### src/rtl/reg_scoreboard.sv
// Decode-stage register read control with a per-register pending-write scoreboard.
// Optional macro REG_SCOREBOARD_WB_BYPASS_EN lets a same-cycle final writeback release a dependent read.
module reg_scoreboard #(
    parameter int NUM_REGS = 32,
    parameter int REG_AW   = 5,
    parameter int MAX_PEND = 3
) (
    input  logic                clk,
    input  logic                rst,
    input  logic [31:0]         instr,
    input  logic                instr_valid,
    input  logic                ex_ready,
    input  logic                flush,
    input  logic                wb_valid,
    input  logic [REG_AW-1:0]   wb_rd,
    output logic [REG_AW-1:0]   rs1_addr,
    output logic [REG_AW-1:0]   rs2_addr,
    output logic                rs1_rden,
    output logic                rs2_rden,
    output logic [REG_AW-1:0]   rd_addr,
    output logic                rd_wren,
    output logic                stall,
    output logic                issue,
    output logic [NUM_REGS-1:0] busy_vec,
    output logic                err_underflow
);
    localparam int CNT_W = $clog2(MAX_PEND + 1);
    localparam logic [CNT_W-1:0] MAX_C = CNT_W'(MAX_PEND);
    localparam logic [CNT_W-1:0] ONE_C = CNT_W'(1);

    localparam logic [6:0] OP_LUI    = 7'b0110111;
    localparam logic [6:0] OP_AUIPC  = 7'b0010111;
    localparam logic [6:0] OP_JAL    = 7'b1101111;
    localparam logic [6:0] OP_JALR   = 7'b1100111;
    localparam logic [6:0] OP_BRANCH = 7'b1100011;
    localparam logic [6:0] OP_LOAD   = 7'b0000011;
    localparam logic [6:0] OP_STORE  = 7'b0100011;
    localparam logic [6:0] OP_IMM    = 7'b0010011;
    localparam logic [6:0] OP_REG    = 7'b0110011;
    localparam logic [6:0] OP_MEM    = 7'b0001111;
    localparam logic [6:0] OP_SYSTEM = 7'b1110011;

    typedef struct packed {
        logic [6:0] funct7;
        logic [4:0] rs2;
        logic [4:0] rs1;
        logic [2:0] funct3;
        logic [4:0] rd;
        logic [6:0] opcode;
    } instr_t;

    instr_t              f;
    logic                writes_rd;
    logic                hazard;
    logic                rd_full;
    logic [NUM_REGS-1:0] busy_eff;
    logic [NUM_REGS-1:0] inc_vec;
    logic [NUM_REGS-1:0] dec_vec;
    logic                underflow;
    logic [CNT_W-1:0]    cnt [NUM_REGS];
    logic                unused_bits;

    assign f           = instr_t'(instr);
    assign unused_bits = ^{f.funct7, f.funct3};

    always_comb begin
        rs1_rden  = 1'b0;
        rs2_rden  = 1'b0;
        writes_rd = 1'b0;
        case (f.opcode)
            OP_LUI, OP_AUIPC, OP_JAL, OP_SYSTEM: writes_rd = 1'b1;
            OP_JALR, OP_LOAD, OP_IMM: begin
                rs1_rden  = 1'b1;
                writes_rd = 1'b1;
            end
            OP_BRANCH, OP_STORE: begin
                rs1_rden = 1'b1;
                rs2_rden = 1'b1;
            end
            OP_REG: begin
                rs1_rden  = 1'b1;
                rs2_rden  = 1'b1;
                writes_rd = 1'b1;
            end
            OP_MEM:  rs1_rden = 1'b1;
            default: ;
        endcase
    end

    assign rd_wren  = writes_rd && (f.rd != 5'd0);
    assign rs1_addr = rs1_rden ? REG_AW'(f.rs1) : '0;
    assign rs2_addr = rs2_rden ? REG_AW'(f.rs2) : '0;
    assign rd_addr  = rd_wren  ? REG_AW'(f.rd)  : '0;

    // Register 0 never holds a count, so reads of x0 are never busy.
    always_comb begin
        for (int r = 0; r < NUM_REGS; r++) begin
            busy_vec[r] = (cnt[r] != '0);
`ifdef REG_SCOREBOARD_WB_BYPASS_EN
            busy_eff[r] = busy_vec[r] &&
                          !(wb_valid && (wb_rd == REG_AW'(r)) && (cnt[r] == ONE_C));
`else
            busy_eff[r] = busy_vec[r];
`endif
        end
    end

`ifdef REG_SCOREBOARD_WB_BYPASS_EN
    assign rd_full = (cnt[rd_addr] == MAX_C) && !(wb_valid && (wb_rd == rd_addr));
`else
    assign rd_full = (cnt[rd_addr] == MAX_C);
`endif

    assign hazard = instr_valid && ((rs1_rden && busy_eff[rs1_addr]) ||
                                    (rs2_rden && busy_eff[rs2_addr]) ||
                                    (rd_wren  && rd_full));
    assign stall  = hazard;
    assign issue  = instr_valid && !hazard && ex_ready && !flush;

    always_comb begin
        inc_vec = '0;
        dec_vec = '0;
        for (int r = 1; r < NUM_REGS; r++) begin
            inc_vec[r] = issue && rd_wren && (rd_addr == REG_AW'(r));
            dec_vec[r] = wb_valid && (wb_rd == REG_AW'(r)) && (cnt[r] != '0);
        end
    end

    assign underflow = wb_valid && (wb_rd != '0) && (cnt[wb_rd] == '0);

    // Flush wipes all pending state and drops any same-cycle issue or writeback.
    always_ff @(posedge clk or posedge rst) begin
        if (rst) begin
            for (int r = 0; r < NUM_REGS; r++) cnt[r] <= '0;
            err_underflow <= 1'b0;
        end else if (flush) begin
            for (int r = 0; r < NUM_REGS; r++) cnt[r] <= '0;
        end else begin
            for (int r = 1; r < NUM_REGS; r++) begin
                if (inc_vec[r] && !dec_vec[r])
                    cnt[r] <= cnt[r] + ONE_C;
                else if (dec_vec[r] && !inc_vec[r])
                    cnt[r] <= cnt[r] - ONE_C;
            end
            if (underflow) err_underflow <= 1'b1;
        end
    end
endmodule
### config.mk
export PLATFORM = sky130hd
export DESIGN_NAME = reg_scoreboard
export DESIGN_NICKNAME = d
export VERILOG_FILES = /design/src/rtl/reg_scoreboard.sv
export SDC_FILE = /design/constraint.sdc
export NUM_CORES = 1
export LEC_CHECK = 0
export ABC_AREA = 1
export CAP_MARGIN = 20
export CELL_PAD_IN_SITES_DETAIL_PLACEMENT = 1
export CELL_PAD_IN_SITES_GLOBAL_PLACEMENT = 2
export CORE_AREA = 2 2 169 138
export CTS_CLUSTER_SIZE = 25
export DETAILED_ROUTE_END_ITERATION = 12
export DIE_AREA = 0 0 171 140
export PLACE_DENSITY = 0.93
export SYNTH_ARGS = -nofsm -noshare
export SYNTH_HDL_FRONTEND = slang
export SYNTH_SLANG_ARGS = --single-unit
export TNS_END_PERCENT = 50
### constraint.sdc
create_clock -name clk -period 4.4 [get_ports clk]
set_input_delay 0.88 -clock clk [delete_from_list [all_inputs] [get_ports clk]]
set_output_delay 0.88 -clock clk [all_outputs]
set_load 0.03 [all_outputs]
### Yosys cells after proc, flatten, opt, wreduce, memory -nomap -nowiden

Index checks and enable logic that the tools add are counted.
Widths: inputs -> output; s select.

| operators by class | value |
|---|---|
| shift operators | 0 |
| add/subtract/negate cells | 62 |
| multiplexer cells | 79 |
| magnitude comparators | 4 |
| eq/ne operators | 74 |
| bitwise gates (word level) | 3 |
| multipliers | 0 |
| divide/modulo/power cells | 0 |
| reductions and logical operators | 301 |

Operators with widths:

| operator | number |
|---|---|
| $logic_and 1x1->1 | 166 |
| $eq 5x5->1 const B | 32 |
| $mux 2 | 66 |
| $reduce_bool 3->1 | 31 |
| $eq 5x4->1 const B | 16 |
| $logic_not 1->1 | 64 |
| $add 2x1->2 const B | 31 |
| $mux 62 | 1 |
| $reduce_bool 2->1 | 31 |
| $sub 2x1->2 const B | 31 |
| $eq 5x3->1 const B | 8 |
| $eq 7x7->1 const B | 4 |
| $eq 7x6->1 const B | 3 |
| $bmux 2 s5 | 2 |
| $eq 5x2->1 const B | 4 |
| $mux 5 | 3 |
| $eq 7x5->1 const B | 2 |
| $ge 6x6->1 const B | 2 |
| $lt 5x6->1 const B | 2 |
| $not 5->6 | 2 |
| $bmux 1 s5 | 2 |
| $eq 5x1->1 const B | 2 |
| $reduce_bool 5->1 | 2 |
| $reduce_or 8->1 | 1 |
| other kinds (10) | 15 |

| storage, ports and cells | value |
|---|---|
| bits in latches | 0 |
| memory bits (writable) | 0 |
| memories | 0 |
| logic and storage cells | 555 |
| flip-flop bits (word level) | 63 |
| memory bits (read-only) | 0 |
| output and inout port bits | 53 |
| bits of input ports | 43 |

### Logic depth before layout (Yosys ltp)

| logic depth | value |
|---|---|
| depth after elaboration | 24 |
| gate-level depth with buffers | 25 |
| depth with buffers taken out | 24 |

### Worst setup path before layout

Ideal clock, no wire load.

| path | value |
|---|---|
| kind | input to output |
| start | in instr[0] |
| end | out stall |
| buffers on the path | 1 |
| path slack | 0.414 ns |
| stages | 13 |
| data required time | 3.520 ns |
| data arrival time | 3.106 ns |
| cells stage by stage | nand2_1 > nor2_1 > nand2_1 > nand2_2 > nor2_2 > nand2_2 > buf_6 > inv_1 > nor2_1 > nand2_1 > nor2_1 > nor2_2 > a21boi_0 |

RTL lines:

| what | RTL line | text |
|---|---|---|
| start: declaration | 10 | `input logic [31:0] instr,` |
| $eq 7x6->1, or another cell as far along | 70 | `case (f.opcode)` |
| $reduce_or 7->1 (no line) (*) | n/a |  |
| $mux 1 (*) | 70 |  |
| net rs1_rden | 18 | `output logic rs1_rden,` |
| $mux 5 (*) | 91 | `assign rs1_addr = rs1_rden ? REG_AW'(f.rs1) : '0;` |
| net rs1_addr[4] | 16 | `output logic [REG_AW-1:0] rs1_addr,` |
| $bmux 1 s5 (*) | 114 | `assign hazard = instr_valid && ((rs1_rden && busy_eff[rs1_addr]) \|\|` |
| $mux 1 (implied by the code) (*) | 114 |  |
| $logic_and 1x1->1 (*) | 114 |  |
| $logic_or 1x1->1 (*) | 114 |  |
| $logic_or 1x1->1 (*) | 115 | `(rs2_rden && busy_eff[rs2_addr]) \|\|` |
| $logic_and 1x1->1 (*) | 114 |  |
| end: declaration | 22 | `output logic stall,` |

The timed path passes the listed nets; every way through them passes the cells marked *. The select of a mux whose other input is x is not followed.

### Final worst setup path

| path | value |
|---|---|
| start | in instr[8] |
| end | out stall |

| between the ends | value |
|---|---|
| word-level cells in the longest chain between the ends | 11 |

Ends and longest elaborated chain:

| what | RTL line | text |
|---|---|---|
| $reduce_bool 5->1 | 90 | `assign rd_wren = writes_rd && (f.rd != 5'd0);` |
| $logic_and 1x1->1 | 90 |  |
| $mux 5 | 93 | `assign rd_addr = rd_wren ? REG_AW'(f.rd) : '0;` |
| $not 5->6 (implied by the code) | 111 | `assign rd_full = (cnt[rd_addr] == MAX_C);` |
| $bmux 2 s5 | 111 |  |
| $mux 2 (implied by the code) (2 in series) | 111 |  |
| $eq 2x2->1 | 111 |  |
| $logic_and 1x1->1 (*) | 116 | `(rd_wren && rd_full));` |
| $logic_or 1x1->1 (*) | 115 |  |
| $logic_and 1x1->1 (*) | 114 |  |

Every way passes the cells marked *; elsewhere a longest branch is shown, timed or not. The select of a mux whose other input is x is not followed.

==> flow_summary.yaml <==
place:
  place_area_sq_um: 7980
  detailed_place_hpwl_um: 22900
  port_buffers: 84
  placedCellCount: 1592
  routabilityCongestion: 0.898
clock_tree:
  cts_root_buffer: "clkbuf_16"
  clk_latency_ns: 0.36
  cts_inserted_buffers: 9
  clk_path_buf_depth: 2
  numClockSinks: 63
  tritoncts: "done"
  clk_pin_slew_worst_paths_ns: 0.06
  htreeDepth: 3
floorplan:
  placementRows: 49
  start_util_pct: 29.8
  io_pins: 96
  die-area_sq_um: 23900
  die_height_um: 140
  design.core.area_sq_um: 22200
  dieWidth_um: 171
synthesis:
  syn_nets: 1241
  synthesis.area_sq_um: 6610
  synth_cell_types: 37
  synth_cells: 1198
  avgSynthCellArea_sq_um: 5.51
  async_flop_share_pct: 100
  ys_ff_latch: 63
  yosysWarnings: 0
  synthFlopType: "dfrtp_1"
  synth_edf_count: 0
  seq_area_frac_synth_pct: 23.9
drt:
  drc_errors: 0
  drt-total-wl_um: 29700
  drt-initial-drc-count: 673
  vias: 8396
  final_antenna_net_count: 0
  wl_per_cell_um: 18.4
  routed_via_density: 5.21
  first_pass_iters: 5
timing:
  slew_viol_final: 0
  fin_worst_skew_ns: 0.0113
  fin_crit_ns: 4.26
  worst_pin_slew_ns: 0.931
  slew-limit-headroom_pct: 37.9
  grt_setup_unrepaired: "false"
  hold_viol: 0
  setup_viol: 0
  timing.final.crit_share_pct: 96.9
  max_clock_freq_mhz: 235
layout:
  mostFrequentLayoutCell: "nand2_1"
  antenna_cells: 0
  synthToLayoutAreaGrowth_pct: 27.1
  fin_area_sq_um: 8400
  drive_above_1_share_pct: 8.73
  fin_cells: 1612
  utilization_pct: 37.8
  nets: 1344
  most-common-layout-cells: "321 x nand2_1, 233 x nor2_1, 179 x inv_1"
power:
  seq_power_share_pct: 30.3
  netSwitchingPower_mw: 1.04
  p_comb_share_pct: 38.6
  internal-power_mw: 1.41
  irDropWorstVdd_mv: 0.202
  p_sw_share_pct: 42.3
  p_clk_share_pct: 31.1
  p_leak_nw: 4.24
  p_per_area_nw_per_um2: 292
critical_path:
  crit_top_cell: "nand2_1"
  crit_path_top_delay_cell: "clkdlybuf4s50_1"
  startpoint_type: "input port"
  criticalPathCategory: "input port to output pin"
  cp_cell_sequence: "clkdlybuf4s50_1 > nor2_1 > nand2_1 > nand2_4 > nor2_4 > nand2_2 > inv_2 > o21ai_1 > nand2_1 > nor2_1 > nand2_1 > nand2_1 > nand3_2 > a21boi_1 > buf_4"
  crit_arrival_ns: 3.38
  critPathMaxStageDelay_ns: 0.58
  r2r_setup_slack_ns: 1.38
  end_kind: "output pin"
  worst_ep_required_time_ns: 3.52
  cp_max_fo: 6
worst_hold_path:
  hold_path.class: "register to register"
job:
  cap_violations: 0
global_routing:
  overflow: 0
  grt_max_degree: 64
  grt_pass1_vias: 8288
  grt_use_total_pct: 24.9
  antenna_found_initial: 0
  grt_first_pass_wirelength_um: 45800
status:
  outcome: "completed"
cells by family (layout without fill, tap and decap cells):
group	Yosys count	after routing	synth area share [%]
other	1	1	0.0568
AO/OA/AOI/OAI	72	72	6.65
AND/OR/NAND/NOR	830	830	55.4
buffers and inverters	232	340	14.0
flip-flops	63	63	23.9
synth_stat cells (all sizes together) (2+ instances only):
| master | instances | area share (%) |
|---|---|---|
| nand2 | 334 | 20 |
| nor2 | 245 | 15 |
| inv | 192 | 11 |
| nand3 | 148 | 12 |
| nand4 | 75 | 7.1 |
| dfrtp | 63 | 24 |
| o21ai | 43 | 3.3 |
| buf | 19 | 1.9 |
| clkbuf | 19 | 1.1 |
| nand3b | 15 | 1.7 |
| nor3 | 10 | 0.76 |
| a21oi | 6 | 0.45 |
| o221ai | 5 | 0.66 |
| a41oi | 4 | 0.53 |
| o211ai | 3 | 0.34 |
| a21boi | 2 | 0.28 |
| clkinv | 2 | 0.11 |
| nor4 | 2 | 0.19 |
| o2111ai | 2 | 0.27 |
| o21bai | 2 | 0.23 |
| o41ai | 2 | 0.27 |
sequential cells by signal, summed over array words and instances, names as in the netlist:
register,count
err_underflow,1
cnt,62
layer usage:
| metal | track usage, % | part of all wire (%) | vias up |
|---|---|---|---|
| met1 | 34.9 | 46 | 4043 |
| met2 | 39.8 | 46 | 276 |
| met3 | 4.52 | 6.5 | 36 |
| met5 | 0 | 0 | - |
| met4 | 5.75 | 1.7 | 0 |
| li1 | - | - | 4041 |
worst max-delay path, delay by kind of cell:
kind | cells | cell delay, ns
AO/OA/AOI/OAI | 2 | 0.26
buffers and inverters | 3 | 0.82
AND/OR/NAND/NOR | 10 | 1.42
cell type report:
class                      instances  area, sq um
inverter                         194          728
multi-input combinational        903         4170
sequential                        63         1580
clock inverter                     7         71.3
clock buffer                       9          225
timing repair buffer             130         1240
tap                              306          383
fill                            3054        13800
repair_timing:
item,CTS,global route
setup endpoints to repair,2,6
pin swaps,3,8
setup buffers,0,4
gates resized for setup,4,24
hold buffers,0,0
cloned,0,0
power groups by stage:
stage               Clock, mW  Combinational, mW  Sequential [mW]
floorplan                   0              0.571            0.725
global placement            0              0.906            0.745
detailed placement          0              0.927            0.750
CTS                     0.772              0.934            0.740
global route            0.799               1.03            0.753
finish                  0.762              0.945            0.742
final timing paths:
kind	startpoint	end	cells after the start
min in group asynchronous	rst	cnt[27]$_DFFE_PP0P_	3
max in group asynchronous	rst	cnt[39]$_DFFE_PP0P_	3
min	cnt[27]$_DFFE_PP0P_	cnt[27]$_DFFE_PP0P_	2
max	instr[8]	stall	15
min reg2reg	cnt[27]$_DFFE_PP0P_	cnt[27]$_DFFE_PP0P_	2
max reg2reg	cnt[22]$_DFFE_PP0P_	cnt[23]$_DFFE_PP0P_	19
through the flow:
step | hold slack, ns | setup TNS [ns] | power [mW] | setup WS, ns
2_1_floorplan | 0.487 | 0 | 1.30 | 0.414
3_3_place_gp | 0.486 | -0.0205 | 1.65 | -0.0205
3_5_place_dp | 0.516 | -0.149 | 1.68 | -0.0721
4_1_cts | 0.529 | -0.0226 | 2.45 | -0.0226
5_1_grt | 0.554 | 0 | 2.58 | 0.00755
6_report | 0.524 | 0 | 2.45 | 0.137
No activity file was read; power rests on OpenSTA's default activity.
